### config.mk
export PLATFORM = sky130hd
export DESIGN_NAME = acc_deserializer
export DESIGN_NICKNAME = d
export VERILOG_FILES = /design/src/rtl/acc_deserializer_pkg.sv /design/src/rtl/acc_deserializer.sv
export SDC_FILE = /design/constraint.sdc
export NUM_CORES = 1
export LEC_CHECK = 0
export BUFFER_PORTS_ARGS = -buffer_cell sky130_fd_sc_hd__buf_4
export CAP_MARGIN = 20
export CORE_UTILIZATION = 53
export CTS_CLUSTER_SIZE = 10
export DETAILED_ROUTE_END_ITERATION = 8
export PLACE_DENSITY = 0.85
export SLEW_MARGIN = 25
export SYNTH_ARGS = -nofsm -noshare
export SYNTH_HDL_FRONTEND = slang
export SYNTH_SLANG_ARGS = --single-unit
### constraint.sdc
create_clock -name clk -period 2.48 [get_ports clk]
set_clock_uncertainty 0.05 [all_clocks]
set_input_delay 0.124 -clock clk [delete_from_list [all_inputs] [get_ports clk]]
set_output_delay 0.124 -clock clk [all_outputs]
set_load 0.05 [all_outputs]
### src/rtl/acc_deserializer_pkg.sv
// Shared definitions for the serial ALU result path: collector FSM states,
// ALU result width and ALU opcode encodings.
package acc_deserializer_pkg;

  localparam int unsigned AluWidth = 8;

  typedef enum logic [1:0] {
    StIdle,
    StShift,
    StStore,
    StDone
  } acc_state_e;

  localparam logic [3:0] AluOpAdd = 4'h0;
  localparam logic [3:0] AluOpSub = 4'h1;
  localparam logic [3:0] AluOpAnd = 4'h2;
  localparam logic [3:0] AluOpOr  = 4'h3;
  localparam logic [3:0] AluOpXor = 4'h4;
  localparam logic [3:0] AluOpSll = 4'h5;
  localparam logic [3:0] AluOpSrl = 4'h6;
  localparam logic [3:0] AluOpSlt = 4'h7;

endpackage

### src/rtl/acc_deserializer.sv
// Collects a serial, LSB-first ALU result into a parallel word and hands it
// to the register file, with stall, abort and result flags.
module acc_deserializer
  import acc_deserializer_pkg::*;
#(
  parameter int unsigned REG_WIDTH = AluWidth
) (
  input  logic                 clk,
  input  logic                 rstn,
  input  logic                 start,
  input  logic                 wb_en,
  input  logic                 stall,
  input  logic                 abort,
  input  logic                 bit_in,
  output logic                 reg_shift_en,
  output logic                 reg_store_en,
  output logic [REG_WIDTH-1:0] acc_out,
  output logic [2:0]           bit_count,
  output logic                 busy,
  output logic                 done,
  output logic                 zero_flag,
  output logic                 msb_flag
);

  // Full-width counter so REG_WIDTH > 8 still finds its last bit; the
  // exported bit_count is its low three bits and so wraps modulo 8.
  localparam int unsigned CntW = ($clog2(REG_WIDTH + 1) > 3) ? $clog2(REG_WIDTH + 1) : 3;
  localparam logic [CntW-1:0] LastIdx = CntW'(REG_WIDTH - 1);

  acc_state_e           state_q, state_d;
  logic [REG_WIDTH-1:0] acc_q, acc_d;
  logic [CntW-1:0]      cnt_q, cnt_d;
  logic                 wb_q, wb_d;
  logic                 zero_q, zero_d;
  logic                 msb_q, msb_d;
  logic                 shift_en;

  assign shift_en = (state_q == StShift) & ~stall & ~abort;

  always_comb begin
    state_d = state_q;
    acc_d   = acc_q;
    cnt_d   = cnt_q;
    wb_d    = wb_q;
    zero_d  = zero_q;
    msb_d   = msb_q;
    unique case (state_q)
      StIdle: begin
        if (start) begin
          state_d = StShift;
          cnt_d   = '0;
          wb_d    = wb_en;
        end
      end
      StShift: begin
        if (abort) begin
          state_d = StIdle;
        end else if (shift_en) begin
          acc_d = {bit_in, acc_q[REG_WIDTH-1:1]};
          cnt_d = cnt_q + CntW'(1);
          if (cnt_q == LastIdx) begin
            state_d = wb_q ? StStore : StDone;
            zero_d  = (acc_d == '0);
            msb_d   = bit_in;
          end
        end
      end
      StStore: state_d = abort ? StIdle : StDone;
      StDone:  state_d = StIdle;
      default: state_d = StIdle;
    endcase
  end

  always_ff @(posedge clk or negedge rstn) begin
    if (!rstn) begin
      state_q <= StIdle;
      acc_q   <= '0;
      cnt_q   <= '0;
      wb_q    <= 1'b0;
      zero_q  <= 1'b1;
      msb_q   <= 1'b0;
    end else begin
      state_q <= state_d;
      acc_q   <= acc_d;
      cnt_q   <= cnt_d;
      wb_q    <= wb_d;
      zero_q  <= zero_d;
      msb_q   <= msb_d;
    end
  end

  // Strobes are masked by abort so a cancelled op never reaches the regfile.
  assign reg_shift_en = shift_en;
  assign reg_store_en = (state_q == StStore) & ~abort;
  assign done         = (state_q == StDone) & ~abort;
  assign busy         = (state_q != StIdle);
  assign acc_out      = acc_q;
  assign bit_count    = cnt_q[2:0];
  assign zero_flag    = zero_q;
  assign msb_flag     = msb_q;

endmodule

==> impl_results.md <==
* H-tree depth at 1
* Hold depth at 2
* # IOs at 24
* Final Critical Period at ~2.0 ns
* Worst Hold Endpoint: wb_q
* Slew Viols, Final at 0
* Fillers at 128
* Rel. slew slack at 0.516
* Core Box Area at roughly 1500 um^2
* Area Growth Syn to Fin at 23.2%
* Top cell types by occurrence after synthesis: dfrtp_1 (16), mux2_2 (10), nor2_1 (5)
* Clock Tree Buf Depth at 2
* Final hold vios at 0
* Reg clk slew, reported paths at approximately 0.11 ns
* Worst Tran Pin Value at between 0.7 and 0.8 ns
* Antenna Nets Post-Route at 0
* CP arrival at around 1.8 ns
* Tot Pwr at 1.06 mW
* Critical Path Sink Type: output port
* CP Max Fanout at 12
* Antenna violations before repair at 0
* Max Cap Viol at 0
* Routed WL per cell at ~14 um
* Worst-Skew Late Latency at approximately 0.30 ns
* Layout Cells excl Fill at between 100 and 150
* YS warnings at 0
* First-pass GRT wire length at 2590 um
* Layout cell share with drive strength beyond 1 at 0.462
* HPWL after DPL at 1140 um
* Worst VDD drop at 0.844 mV
* Final setup violation count at 0
* Syn Nets at 78
* ANT cells at 0
* Hold WC Path Type: primary input to register
* Final WL at between 1500 and 2000 um
* Cell count after placement at slightly above 100
* Yosys top cell area share at 0.472
* Die H at roughly 42 um
* GRT Resource Usage Total at 0.198
* Hold wc startpoint: wb_en
* CTS tree: built
* Post-Syn Instances at 70
* Vias per Instance at 5.53
* WS Path Type: primary input to output port
* Critical R2R Launch: state_q[1]
* Post-Syn Area at ~850 um^2
* Number of synthesized flops with an enable pin at 0
* Fmax at 499 MHz
* Synth area leaders: dfrtp_1 (47%), mux2_2 (13%), mux2i_1 (3.5%), dfstp_2 (3.1%), nor4b_4 (2.8%)
* Die X at about 42 um
* Clock root cell: clkbuf_4
* RSZ-0062 raised after global routing: no
* Synth unique cells at 30
* TNS Setup at 0 ns
* Leak at 0.508 nW
* Crit path from: abort
* IO Port Bufs at 23
* DR vias at around 600
* Hold WS at ~0.00092 ns
* Routability cong. at a little under 0.8
* TritonCTS Buffers at 3
* Die ar. at about 1800 um^2
* Cell taking the most area after synthesis: dfrtp_1
* Startpoint Class: primary input
* Worst R2R End: acc_out[1]
* Pwr per Cell Area at 1010 nW/um^2
* Postcts setup bufs at 0
* Outcome: finished clean
* Vias in the first global route at 551
* FF-to-FF setup slack at about 0.7 ns
* Overflow after GRT at 0
* Drt pass-1 iters at 4
* Core Rows at 14
* Initial Util at 0.563
* Mean area per synthesized cell at approximately 12 um^2
* 1st-iter DRT viols at 11
* WP data required at around 2.3 ns
* Largest net degree at the start of global routing at 18
* Reg2Reg Depth at 2
* Clk sink count at 17
* Final Cycle Share at 0.808
* Layout net count at 102
* Most numerous cell in the Yosys netlist: dfrtp_1
* Share of synthesized registers carrying an async set or reset at 1.00
* Sequential area share after synthesis at 0.503
* Post-route DRC at 0
* #FFs+latches synth at 17
* Top_reg_cell synth: dfrtp_1
==> cells by family (layout without fill, tap and decap cells) <==
| group | count (synthesis) | after routing | share of synthesized area |
|---|---|---|---|
| AO/OA/AOI/OAI | 8 | 8 | 0.0590 |
| adder cells (fa/ha/maj) | 1 | 1 | 0.0147 |
| buffers and inverters | 7 | 30 | 0.0560 |
| flip-flops | 17 | 17 | 0.503 |
| multiplexers | 13 | 13 | 0.168 |
| AND/OR/NAND/NOR | 24 | 24 | 0.199 |
==> area by class of cell <==
type | instances | area (um^2) | share of cell area
Clock inverter | 1 | 5.00 | 0.00479
Timing Repair Buffer | 25 | 193 | 0.184
Clock buffer | 3 | 22.5 | 0.0216
Tap cell | 16 | 20.0 | 0.0192
Multi-Input combinational cell | 46 | 374 | 0.358
Inverter | 1 | 3.75 | 0.00359
Sequential cell | 17 | 427 | 0.408
==> repair_timing <==
action                                  in CTS  in global routing
endpoints found under the hold margin       18                  0
gates resized for setup                      0                  0
hold buffers                                 2                  0
endpoints found under the setup margin       0                  0
==> critical path: stages <==
cell and delay, ns:
dlygate4sd3_1 0.54, buf_4 0.16, nor4b_4 0.68, buf_4 0.32
==> sequential cells by signal (all words and copies together), names as in the netlist <==
signal     flops
zero_flag      1
cnt_q          4
wb_q           1
acc_out        8
state_q        2
msb_flag       1
==> per-layer routing <==
| metal | wire (um) | vias to the layer above | GRT usage |
|---|---|---|---|
| li1 | - | 295 | - |
| met1 | 746 | 284 | 0.287 |
| met2 | 713 | 19 | 0.294 |
| met3 | 73 | 5 | 0.0259 |
| met4 | 32 | 0 | 0.0968 |
| met5 | 0 | - | 0 |
==> through the flow <==
stage,setup slack [ns],instance area [um^2],utilization
after CTS,0.467,1040,0.694
after detailed placement,0.749,997,0.662
after global placement,0.798,997,0.662
after floorplan,0.583,848,-
final,0.476,1040,0.694
after global routing,0.383,1040,0.694
==> power breakdown <==
group	internal [mW]	leakage, nW	switching, mW
logic	0.170	0.272	0.319
registers	0.347	0.218	0.0710
clock network	0.0601	0.0177	0.0929
total	0.577	0.508	0.483
==> layout by cell type, fill, tap and decap left out, drive strengths merged, types with 2 or more instances in the layout <==
cell and n:
mux2i 3, nand3b 2, nor2 5, dfrtp 16, nor3b 2, nand2 3, nand2b 2, clkbuf 3
dlygate4sd3 2, nor4 2, buf 23, mux2 10, o21ai 4
==> worst max-delay path by stage <==
stage	depth (start not counted)	to	slack, ns
after floorplan	2	done	0.58
after detailed placement	2	acc_out[1]	0.75
final	4	reg_shift_en	0.48
after CTS	4	reg_shift_en	0.47
after global placement	2	acc_out[7]	0.80
after global routing	4	reg_shift_en	0.38
No activity file was read; power rests on OpenSTA's default activity.
